===== config.mk =====
export PLATFORM = sky130hd
export DESIGN_NAME = mc_stall_ctrl
export DESIGN_NICKNAME = d
export VERILOG_FILES = /design/src/rtl/mc_stall_ctrl_pkg.sv /design/src/rtl/mc_stall_ctrl_stall_counter.sv /design/src/rtl/mc_stall_ctrl.sv
export SDC_FILE = /design/constraint.sdc
export NUM_CORES = 1
export LEC_CHECK = 0
export ABC_CLOCK_PERIOD_IN_PS = 2150
export BUFFER_PORTS_ARGS = -buffer_cell sky130_fd_sc_hd__clkbuf_2
export CORE_AREA = 2 2 39 41
export DETAILED_ROUTE_END_ITERATION = 7
export DIE_AREA = 0 0 41 43
export GPL_ROUTABILITY_DRIVEN = 0
export GPL_TIMING_DRIVEN = 0
export PLACE_DENSITY = 0.39
export SLEW_MARGIN = 20
export SYNTH_ARGS = -nofsm -noshare
export SYNTH_HDL_FRONTEND = slang
export SYNTH_HIERARCHICAL = 1
export SYNTH_SLANG_ARGS = --single-unit

===== constraint.sdc =====
create_clock -name clk -period 2.15 [get_ports clk]
set_input_delay 0.645 -clock clk [delete_from_list [all_inputs] [get_ports clk]]
set_output_delay 0.645 -clock clk [all_outputs]
set_load 0.005 [all_outputs]

===== src/rtl/mc_stall_ctrl_pkg.sv =====
// Shared constants for the pipeline stall controller: stall vector encodings,
// multi-cycle op codes and sequencer state codes.
package mc_stall_ctrl_pkg;

  localparam logic Stop   = 1'b1;
  localparam logic NoStop = 1'b0;

  // Stall bits: {WB, MEM, EX, ID, IF, PC}
  localparam logic [5:0] StallNone   = {6{NoStop}};
  localparam logic [5:0] StallFromId = {NoStop, NoStop, NoStop, Stop, Stop, Stop};
  localparam logic [5:0] StallFromEx = {NoStop, NoStop, Stop, Stop, Stop, Stop};

  localparam logic [1:0] McOpNone = 2'b00;
  localparam logic [1:0] McOpMadd = 2'b01;
  localparam logic [1:0] McOpDiv  = 2'b10;

  typedef enum logic [1:0] {
    McIdle    = 2'd0,
    McMadd2   = 2'd1,
    McDivWait = 2'd2
  } mc_state_t;

  // EX requests freeze everything up to EX and win over an ID request.
  function automatic logic [5:0] merge_stall(input logic ex_req, input logic id_req);
    logic [5:0] s;
    s = StallNone;
    if (ex_req)      s = StallFromEx;
    else if (id_req) s = StallFromId;
    return s;
  endfunction

endpackage


===== src/rtl/mc_stall_ctrl_stall_counter.sv =====
// 32-bit enable counter used to count EX-stalled cycles; wraps naturally.
module stall_counter (
  input  logic        clk,
  input  logic        rst,
  input  logic        i_en,
  output logic [31:0] o_count
);

  logic [31:0] r_count;

  always_ff @(posedge clk) begin
    if (rst)       r_count <= 32'd0;
    else if (i_en) r_count <= r_count + 32'd1;
  end

  assign o_count = r_count;

endmodule


===== src/rtl/mc_stall_ctrl.sv =====
// Stall merge and multi-cycle EX sequencer (madd/msub two-pass, div handshake).
// Optional stalled-cycle counter port enabled by defining STALL_CNT_EN.
module mc_stall_ctrl
  import mc_stall_ctrl_pkg::*;
(
  input  logic        clk,
  input  logic        rst,
  input  logic        stallreq_id,
  input  logic [1:0]  ex_mc_op,
  input  logic        div_ready,
  input  logic        flush,
  output logic [5:0]  stall,
  output logic [1:0]  cnt,
  output logic        div_start,
  output logic        div_annul,
  output logic        mc_busy
`ifdef STALL_CNT_EN
  ,
  output logic [31:0] stall_cycles
`endif
);

  mc_state_t  r_state;
  mc_state_t  w_next_state;
  logic       w_ex_req;
  logic [1:0] w_cnt;
  logic       w_div_start;
  logic       w_div_annul;
  logic [5:0] w_stall;

  always_ff @(posedge clk) begin
    if (rst) r_state <= McIdle;
    else     r_state <= w_next_state;
  end

  // Outputs are decoded combinationally so a request stalls in its own cycle.
  always_comb begin
    w_next_state = r_state;
    w_ex_req     = 1'b0;
    w_cnt        = 2'b00;
    w_div_start  = 1'b0;
    w_div_annul  = 1'b0;
    if (rst) begin
      w_next_state = McIdle;
    end else if (flush) begin
      w_next_state = McIdle;
      w_div_annul  = (r_state == McDivWait);
    end else begin
      case (r_state)
        McIdle: begin
          case (ex_mc_op)
            McOpMadd: begin
              w_ex_req     = 1'b1;
              w_next_state = McMadd2;
            end
            McOpDiv: begin
              w_ex_req     = 1'b1;
              w_div_start  = 1'b1;
              w_next_state = McDivWait;
            end
            default: w_next_state = McIdle;
          endcase
        end
        McMadd2: begin
          w_cnt        = 2'b01;
          w_next_state = McIdle;
        end
        McDivWait: begin
          // The ready cycle releases EX; ex_mem captures the quotient at that edge.
          if (div_ready) begin
            w_next_state = McIdle;
          end else begin
            w_ex_req    = 1'b1;
            w_div_start = 1'b1;
          end
        end
        default: w_next_state = McIdle;
      endcase
    end
  end

  always_comb begin
    w_stall = StallNone;
    if (!rst) w_stall = merge_stall(w_ex_req, stallreq_id);
  end

  assign stall     = w_stall;
  assign cnt       = w_cnt;
  assign div_start = w_div_start;
  assign div_annul = w_div_annul;
  assign mc_busy   = !rst && (r_state != McIdle);

`ifdef STALL_CNT_EN
  stall_counter u_stall_counter (
    .clk     (clk),
    .rst     (rst),
    .i_en    (w_stall[3]),
    .o_count (stall_cycles)
  );
`endif

endmodule


Word level (Yosys, flattened, before mapping)
Cells that the tools add are included.

Add/subtract/negate cells: 0. Multipliers: 0. Reduce and logical (&&, ||, !) cells: 6. $lt $le $gt $ge: 0. Bitwise operators: 0. Mux-type cells: 20. Shifts and indexed selects: 0. Equal/unequal tests: 5. Divide/modulo/power cells: 0.

Operators by type and width (count): 2-to-1 mux 1 bit (12); 2-to-1 mux 4 bit (2); case mux 2 bit (2 select lines) (2); == test 2 x 1 -> 1 bit (second input constant) (2); == test 2 bit (second input constant) (2); case mux 1 bit (2 select lines) (2); OR reduction 2 bit (2); 2-to-1 mux 3 bit (1); logical NOT 2 bit (1); 2-to-1 mux 2 bit (1); != test 2 bit (second input constant) (1); nonzero test 2 bit (1); logical AND 1 bit (1); logical NOT 1 bit (1).

Output and inout port bits: 11. Word-level logic and storage cells: 32. Bits in writable memories: 0. Memories: 0. Flip-flop bits (word level): 2. Bits in latches: 0. Bits in read-only memories: 0.

Longest topological paths before layout
Gate-level depths: netlist of run 1.

Depth in word-level cells: 8. Mapped depth: 5. Depth with buffers taken out: 4.

Least setup slack after synthesis of run 1
Ideal clock, no wire load.

Path kind: in2out. Start: input rst. End: output stall[1]. Required time: 1.505 ns. Buffers on the path: 1. Setup slack: -0.021 ns. Arrival: 1.526 ns. Cell stages on the path: 3. Path through: or3_4 o32ai_2 buf_4.

Word-level cells in the longest chain between the ends: 3.

Ends and longest elaborated chain: start: declaration (line mc_stall_ctrl.sv:7) `input logic rst,`; 2-to-1 mux 1 bit (line mc_stall_ctrl.sv:43) `if (rst) begin`; 2-to-1 mux 4 bit (line mc_stall_ctrl_pkg.sv:27) `if (ex_req) s = StallFromEx;`; 2-to-1 mux 4 bit * (line mc_stall_ctrl.sv:84) `if (!rst) w_stall = merge_stall(w_ex_req, stallreq_id);`; end: declaration (line mc_stall_ctrl.sv:12) `output logic [5:0] stall,`.

Every way passes the cells marked *; elsewhere a longest branch is shown, timed or not.

Worst setup path in the final report of run 1
Start: input ex_mc_op[0]. End: output stall[1].

Word-level cells in the longest chain between the ends: 8. Elaborated cells on any way between the ends: 9. Those cells by class: 2 x eq/ne; 6 x mux; 1 x reduce/logical.

Ends and longest elaborated chain: start: declaration (line mc_stall_ctrl.sv:9) `input logic [1:0] ex_mc_op,`; == test 2 bit / == test 2 x 1 -> 1 bit (equally long branches) (line mc_stall_ctrl.sv:51) `case (ex_mc_op)`; OR reduction 2 bit (no source line) *; 2-to-1 mux 1 bit * (line mc_stall_ctrl.sv:51); case mux 1 bit (2 select lines) * (line mc_stall_ctrl.sv:49) `case (r_state)`; 2-to-1 mux 1 bit * (line mc_stall_ctrl.sv:45) `end else if (flush) begin`; 2-to-1 mux 1 bit * (line mc_stall_ctrl.sv:43); 2-to-1 mux 4 bit * (line mc_stall_ctrl_pkg.sv:27); 2-to-1 mux 4 bit * (line mc_stall_ctrl.sv:84).

Marked as above.

==> results of run 1 <==
[report_power, final]
group / switching, mW / internal [mW]
Clock: 0.0217 / 0.0616
Combinational: 0.0235 / 0.0402
Sequential: 0.00185 / 0.0385
Total: 0.0470 / 0.140
[worst reg2reg max path, stage by stage (launching register included)]
cell     delay, ns
dfxtp_1       0.32
or3_4         0.41
buf_6         0.14
nor3b_1       0.18
[layout make-up]
| type | count | area [um2] |
|---|---|---|
| Inverter | 3 | 13.8 |
| Multi-Input combinational cell | 20 | 171 |
| Fill cell | 151 | 955 |
| Sequential cell | 2 | 40.0 |
| Clock buffer | 3 | 22.5 |
| Timing Repair Buffer | 17 | 124 |
| Buffer | 5 | 37.5 |
| Tap cell | 16 | 20.0 |
[synthesized netlist by cell type (2+ instances only)]
library cell	instances	area [um2]
a21oi_1	2	10.0
buf_4	5	37.5
dfxtp_1	2	40.0
ha_1	2	25.0
inv_1	3	11.3
nand2b_1	2	12.5
nor2_1	2	7.51
nor3_1	2	10.0
[stage by stage]
| stage | util, % | setup WS [ns] | instance area, um2 | TNS [ns] | power, mW |
|---|---|---|---|---|---|
| 2_1_floorplan | - | 0.00930 | 236 | 0 | 0.0683 |
| 3_3_place_gp | 23.6 | -0.249 | 327 | -0.711 | 0.0856 |
| 3_5_place_dp | 23.6 | -0.259 | 327 | -0.727 | 0.0856 |
| 4_1_cts | 28.4 | -0.155 | 393 | -0.507 | 0.187 |
| 5_1_grt | 31.0 | -0.179 | 429 | -0.552 | 0.201 |
| 6_report | 31.0 | -0.122 | 429 | -0.354 | 0.187 |
[metal layers]
layer | routed length [um] | vias up
met1 | 200 | 100
met5 | 0 | -
met3 | 55 | 0
met4 | 0 | 0
li1 | - | 129
met2 | 281 | 8
[cells by family after synthesis]
family	Yosys count
AOI/OAI and AO/OA	3
DFF	2
adders and majority gates	2
other	1
buffers and inverters	8
and+or+nand+nor	12
[final timing paths]
path                     from    endpoint  depth (start not counted)
setup / recovery  ex_mc_op[0]    stall[1]                          7
hold / removal     r_state[1]  r_state[0]                          1
setup reg to reg   r_state[0]  r_state[0]                          3
hold reg to reg    r_state[1]  r_state[0]                          1
[what timing repair did]
item	CTS	global route
hold buffers	0	0
setup buffers	2	1
setup endpoints to repair	4	5
resized for setup	8	8
pin swaps	3	2
==> metrics, run 1 <==
outcome finished, violations left; violated checks setup timing; CTS tree done; Mapped Cells 28; Final Max Tran Viols 0; Worst Path Max Fanout 3; antenna-violating nets left 0; gr usage total 8.11%; clock root buffer clkbuf_4; row count 14; DRC 0; largest registers r_state: 2 flops; Mapped Area 218 um2; Leak 0.216 nW; Iteration-0 DRC Markers 1; EDFF count, synth 0; simple-gate area share of the yosys netlist 33.9%; worst setup margin -0.122 ns; Post-Place Cells 60; Initial Util 15.7%; met3 Track Usage GR 3.14%; first-pass GRT wire length 917 um; vias per cell 3.59; Biggest register r_state; Max IR drop VDD 0.188 mV; Die H 43 um; Critical Path AT 1.63 ns; worst reg-to-reg setup slack 1.02 ns; vias 237; Placeable Area 1380 um2; Ports 18; crit-path cells buf_6 -> inv_4 -> ha_4 -> nor2b_4 -> o32ai_4 -> buf_4 -> buf_6; largest family of logic cells by synthesized area simple AND/OR/NAND/NOR gates; CTS max path bufs 2; Post-Synth Adder-Cell Area 11.5%; ANT cells 0; biggest cell delay along the critical path 0.28 ns; Primary FF master, synth dfxtp_1; syn_area_per_cell 7.78 um2; YS warnings 6; initial antenna violation count 0; H-tree depth 1; Top delay family on crit path buffers and inverters; pwr dens 437 nW/um2; clock slew at reported path FFs 0.03 ns; CP startpoint kind primary input; RSZ-0062 raised after global routing true; vias in the first global route 232; Max Fclk 440 MHz; Final setup viols 4; Final Hold Fails 0; register area share after synthesis 18.4%; max reg flops 2; Layout Nets 61; latest clock arrival within the worst-skew pair 0.22 ns; commonest cells after routing, fill and taps aside clkbuf_2, buf_4, buf_6; met2 GRT Util 10.6%; drt first pass iters 2; Num Clock Sinks 2; crit path time final 2.27 ns; die area 1760 um2; clk_skew 0.00562 ns; CTS Buf Count 3; Maximum Capacitance Violations 0; Layout area overhead 97.1%; most common cell after layout, fill and taps aside clkbuf_2; CP Class in2out; Compound-Gate Fraction of Synth Area 12.1%; Buf/Inv on CP 4; worst hold path class reg2reg; Post-Synth XOR/XNOR Area 0%; largest net degree at the start of global routing 9; slowest stage cell, crit path o32ai_4; mux cell area share after synthesis 0%; met1 Use GR 9.24%; Post-synth ARST share 0%; Top Usage Layer GRT met2; Worst path most repeated cell buf_6; non-filler cells, final 66; Avg WL per Cell 8.12 um; Final Cycle Share 106%; final wirelength 536 um; Worst Setup End Kind output port; post-synth cell types 16; IO Port Bufs 14; CP required 1.50 ns; chip width 41 um; grt ovf 0; layout cells sized above 1 62.0%; FF+latch count, synth 2; hold_ws 0.613 ns
Note: power is estimated with default switching activity, not from simulation.
==> run 2, diff against run 1 <==
- SKIP_CTS_REPAIR_TIMING: default -> 1
==> metrics, run 2 (synthesized netlist as in run 1, its figures left out) <==
Max IR drop VDD 0.184 mV (-2.4%); DR WL met2 287 um (+2.1%); max reg flops 2 (unchanged); Die H 43 um (unchanged); initial antenna violation count 0 (unchanged); hold_ws 0.611 ns (-0.00140 ns); M1 wire length 187 um (-6.5%); clock share of power 44.7% (+0.3 points); vias 239 (+0.84%); violated checks setup timing; Critical Path AT 1.64 ns (about the same); worst setup margin -0.135 ns (-0.0124 ns); first-pass GRT wire length 834 um (-9.1%); Sw Share 24.8% (-0.33 points); Placeable Area 1380 um2 (unchanged); Initial Util 15.7% (unchanged); largest net degree at the start of global routing 9 (unchanged); vias per cell 3.62 (+0.84%); gr usage total 7.41% (-0.70 points); Avg WL per Cell 8.05 um (-0.93%); ANT cells 0 (unchanged); clock root buffer clkbuf_4; biggest cell delay along the critical path 0.38 ns (+0.10 ns); grt ovf 0 (unchanged); worst hold path class reg2reg; final wirelength 531 um (-0.93%); Final Cycle Share 106% (+0.57 points); CP Class in2out; Layout area overhead 96.0%; Reg power frac 21.6% (about the same); Logic pwr share 33.7% (-0.3 points); vias in the first global route 208 (-10%); Worst Setup End Kind output port; met3 WL 55 um (unchanged); CP required 1.50 ns (about the same); most common cell after layout, fill and taps aside buf_4; Final Hold Fails 0 (unchanged); RSZ-0062 raised after global routing true; Final Max Tran Viols 0 (unchanged); layout cells sized above 1 60.0% (-2.0 points); Max Fclk 438 MHz (-0.54%); Maximum Capacitance Violations 0 (unchanged); CTS Buf Count 3 (unchanged); Leak 0.215 nW (-0.27%); slowest stage cell, crit path or3_4; CTS tree done; Layout Nets 61 (unchanged); IO Port Bufs 14 (unchanged); Worst path most repeated cell buf_6; Final setup viols 4 (unchanged); row count 14 (unchanged); Switch Pwr 0.0462 mW (-1.7%); clock slew at reported path FFs 0.03 ns (about the same); Internal 0.140 mW (about the same); Num Clock Sinks 2 (unchanged); Iteration-0 DRC Markers 0 (-1); top sig layer met3; commonest cells after routing, fill and taps aside buf_4, clkbuf_2, buf_6; chip width 41 um (unchanged); antenna-violating nets left 0 (unchanged); CP startpoint kind primary input; clk_skew 0.00564 ns (+0.0000187 ns); largest registers r_state: 2 flops; pwr dens 437 nW/um2 (+0.13%); Biggest register r_state; latest clock arrival within the worst-skew pair 0.22 ns (about the same); crit path time final 2.28 ns (+0.0124 ns); Ports 18 (unchanged); CTS max path bufs 2 (unchanged); H-tree depth 1 (unchanged); drt first pass iters 1 (-1); outcome finished, violations left; die area 1760 um2 (unchanged); DRC 0 (unchanged); Area after DPL 327 um2 (unchanged); crit-path cells buf_6 -> or3_4 -> o32ai_4 -> buf_4 -> buf_6; final instance area 427 um2 (-0.58%); Worst Path Max Fanout 3 (unchanged)
[run 2: changes by cell type in the layout (fill, tap and decap cells not counted)]
cell,change
buf_4,+1
buf_6,+1
clkbuf_2,-1
clkbuf_8,-1
inv_4,-1
inv_1,+1
[run 2: power by group through the flow]
| stage | clock network [mW] | registers [mW] | logic (mW) |
|---|---|---|---|
| final | 0.0833 | 0.0403 | 0.0629 |
| after CTS | 0.0904 | 0.0400 | 0.0452 |
| after detailed placement | 0 | 0.0405 | 0.0451 |
| after global routing | 0.0900 | 0.0407 | 0.0696 |
| after floorplan | 0 | 0.0401 | 0.0281 |
| after global placement | 0 | 0.0406 | 0.0450 |
[run 2: area by class of cell]
cell class | count | area, um2
Buffer | 5 | 37.5
Tap cell | 16 | 20.0
Timing Repair Buffer | 17 | 124
Multi-Input combinational cell | 20 | 171
Clock buffer | 3 | 22.5
Inverter | 3 | 11.3
Fill cell | 153 | 957
Sequential cell | 2 | 40.0
[run 2: critical path: cells and delay by family]
family	cells	cell delay (ns)
AOI/OAI and AO/OA	1	0.28
buffers and inverters	3	0.32
and+or+nand+nor	1	0.38
[run 2: through the flow]
stage | TNS, ns | std cells | utilization (%) | total power [mW] | worst slack (ns)
finish | -0.381 | 66 | 30.8 | 0.187 | -0.135
detailed placement | -0.727 | 60 | 23.6 | 0.0856 | -0.259
global placement | -0.711 | 60 | 23.6 | 0.0856 | -0.249
floorplan | 0 | 30 | - | 0.0683 | 0.00930
CTS | -0.729 | 63 | 25.2 | 0.176 | -0.260
global route | -0.561 | 66 | 30.8 | 0.200 | -0.187
[run 2: per-layer routing]
metal	track usage, %	vias up
met5	0	-
met4	8.00	0
met3	3.14	0
met2	8.44	8
met1	9.24	102
li1	-	129
[run 2: worst paths after layout]
path,start,endpoint,slack [ns],cells after the start
worst min-delay path,r_state[1],r_state[0],0.61,1
worst max register to register,r_state[0],r_state[0],1.00,3
worst min register to register,r_state[1],r_state[0],0.61,1
worst max-delay path,flush,stall[1],-0.13,5
==> run 3, diff against run 2 <==
- SETUP_SLACK_MARGIN: default -> 0.02
==> metrics, run 3 (synthesized netlist as in run 1, its figures left out) <==
outcome finished, violations left; violated checks setup timing; max reg flops 2 (unchanged); Area after DPL 327 um2 (unchanged); Iteration-0 DRC Markers 2 (+2); Final Cycle Share 107% (+0.55 points); layout cells sized above 1 60.0% (unchanged); vias in the first global route 184 (-12%); clk_skew 0.00155 ns (-0.00409 ns); Critical Path AT 1.65 ns (about the same); latest clock arrival within the worst-skew pair 0.22 ns (about the same); Placeable Area 1380 um2 (unchanged); crit path time final 2.30 ns (+0.0119 ns); Leak 0.217 nW (+0.94%); CP startpoint kind primary input; Final Max Tran Viols 0 (unchanged); first-pass GRT wire length 724 um (-13%); Worst Setup End Kind output port; final instance area 419 um2 (-1.8%); Logic pwr share 33.8% (about the same); Max IR drop VDD 0.288 mV (+57%); clock slew at reported path FFs 0.03 ns (about the same); Util after Layout 30.3% (-0.54 points); clock share of power 44.4% (-0.3 points); Die H 43 um (unchanged); Max Fclk 435 MHz (-0.52%); row count 14 (unchanged); Maximum Capacitance Violations 0 (unchanged); CP Class in2out; largest net degree at the start of global routing 9 (unchanged); met1 Use GR 8.60% (-0.64 points); initial antenna violation count 0 (unchanged); Worst Path Max Fanout 3 (unchanged); drt first pass iters 2 (+1); Switch Pwr 0.0439 mW (-4.9%); largest registers r_state: 2 flops; slowest stage cell, crit path or3_4; gr usage total 6.11% (-1.3 points); DRC 0 (unchanged); die area 1760 um2 (unchanged); Top delay family on crit path simple AND/OR/NAND/NOR gates; H-tree depth 1 (unchanged); met2 GRT Util 6.88% (-1.6 points); crit-path cells buf_8 -> or3_4 -> o32ai_4 -> buf_4 -> buf_6; CP required 1.50 ns (about the same); met3 Track Usage GR 4.71% (+1.6 points); ANT cells 0 (unchanged); biggest cell delay along the critical path 0.38 ns (about the same); Top Usage Layer GRT met1; worst hold path class reg2reg; chip width 41 um (unchanged); Avg WL per Cell 7.62 um (-5.3%); final wirelength 503 um (-5.3%); IO Port Bufs 14 (unchanged); Ports 18 (unchanged); Initial Util 15.7% (unchanged); Reg power frac 21.9% (+0.3 points); CTS tree done; vias per cell 3.58 (-1.3%); fill count 161 (+5.2%); worst slack at placement -0.247 ns (+0.0123 ns); pwr dens 439 nW/um2 (+0.50%); RSZ-0062 raised after global routing true; Final setup viols 5 (+1); commonest cells after routing, fill and taps aside buf_4, clkbuf_2, buf_6; grt ovf 0 (unchanged); antenna-violating nets left 0 (unchanged); CTS max path bufs 2 (unchanged); Biggest register r_state; most common cell after layout, fill and taps aside buf_4; Layout Nets 61 (unchanged); clock root buffer clkbuf_4; Internal 0.140 mW (about the same); Layout area overhead 92.5%; Sw Share 23.9% (-0.90 points); Final Hold Fails 0 (unchanged); worst setup margin -0.147 ns (-0.0119 ns); Num Clock Sinks 2 (unchanged); DP Wirelength 390 um; CTS Buf Count 3 (unchanged); vias 236 (-1.3%); Buf/Inv on CP 3 (unchanged)
==> run 3: worst paths after layout <==
kind	from	endpoint	slack, ns	cells after the start
max	flush	stall[2]	-0.15	5
min	r_state[1]	r_state[0]	0.62	1
max reg2reg	r_state[0]	r_state[0]	1.01	3
min reg2reg	r_state[1]	r_state[0]	0.62	1
==> run 3: area by class of cell <==
| class | instances | area [um2] | area share, % |
|---|---|---|---|
| plain buffers | 5 | 37.5 | 8.96 |
| clock buffers | 3 | 22.5 | 5.37 |
| inverters | 3 | 11.3 | 2.69 |
| multi-input cells | 20 | 160 | 38.2 |
| flip-flops and latches | 2 | 40.0 | 9.55 |
| well taps | 16 | 20.0 | 4.78 |
| repair buffers | 17 | 128 | 30.4 |
==> run 3: power by group through the flow <==
stage | Combinational [mW] | Clock, mW | Sequential [mW]
global route | 0.0683 | 0.0919 | 0.0405
detailed placement | 0.0452 | 0 | 0.0405
finish | 0.0622 | 0.0817 | 0.0403
floorplan | 0.0280 | 0 | 0.0401
global placement | 0.0447 | 0 | 0.0405
CTS | 0.0453 | 0.0879 | 0.0400
==> run 3: worst reg2reg max path, cell delays in order, from the launching register on <==
cell and delay (ns):
dfxtp_1 0.31, or3_4 0.41, buf_4 0.16, nor3b_1 0.18
==> run 3: metal layers <==
metal | part of all wire (%) | vias to the layer above | wire (um)
li1 | - | 129 | -
met1 | 46 | 99 | 231
met2 | 47 | 8 | 236
met3 | 7.0 | 0 | 35
met4 | 0 | 0 | 0
met5 | 0 | - | 0
==> run 3: through the flow <==
| stage | hold WS [ns] | std cells | setup TNS [ns] | power, mW |
|---|---|---|---|---|
| floorplan | 0.503 | 30 | 0 | 0.0681 |
| global placement | 0.571 | 60 | -0.649 | 0.0853 |
| detailed placement | 0.577 | 60 | -0.689 | 0.0857 |
| CTS | 0.567 | 63 | -0.683 | 0.173 |
| global route | 0.647 | 66 | -0.639 | 0.201 |
| finish | 0.619 | 66 | -0.402 | 0.184 |
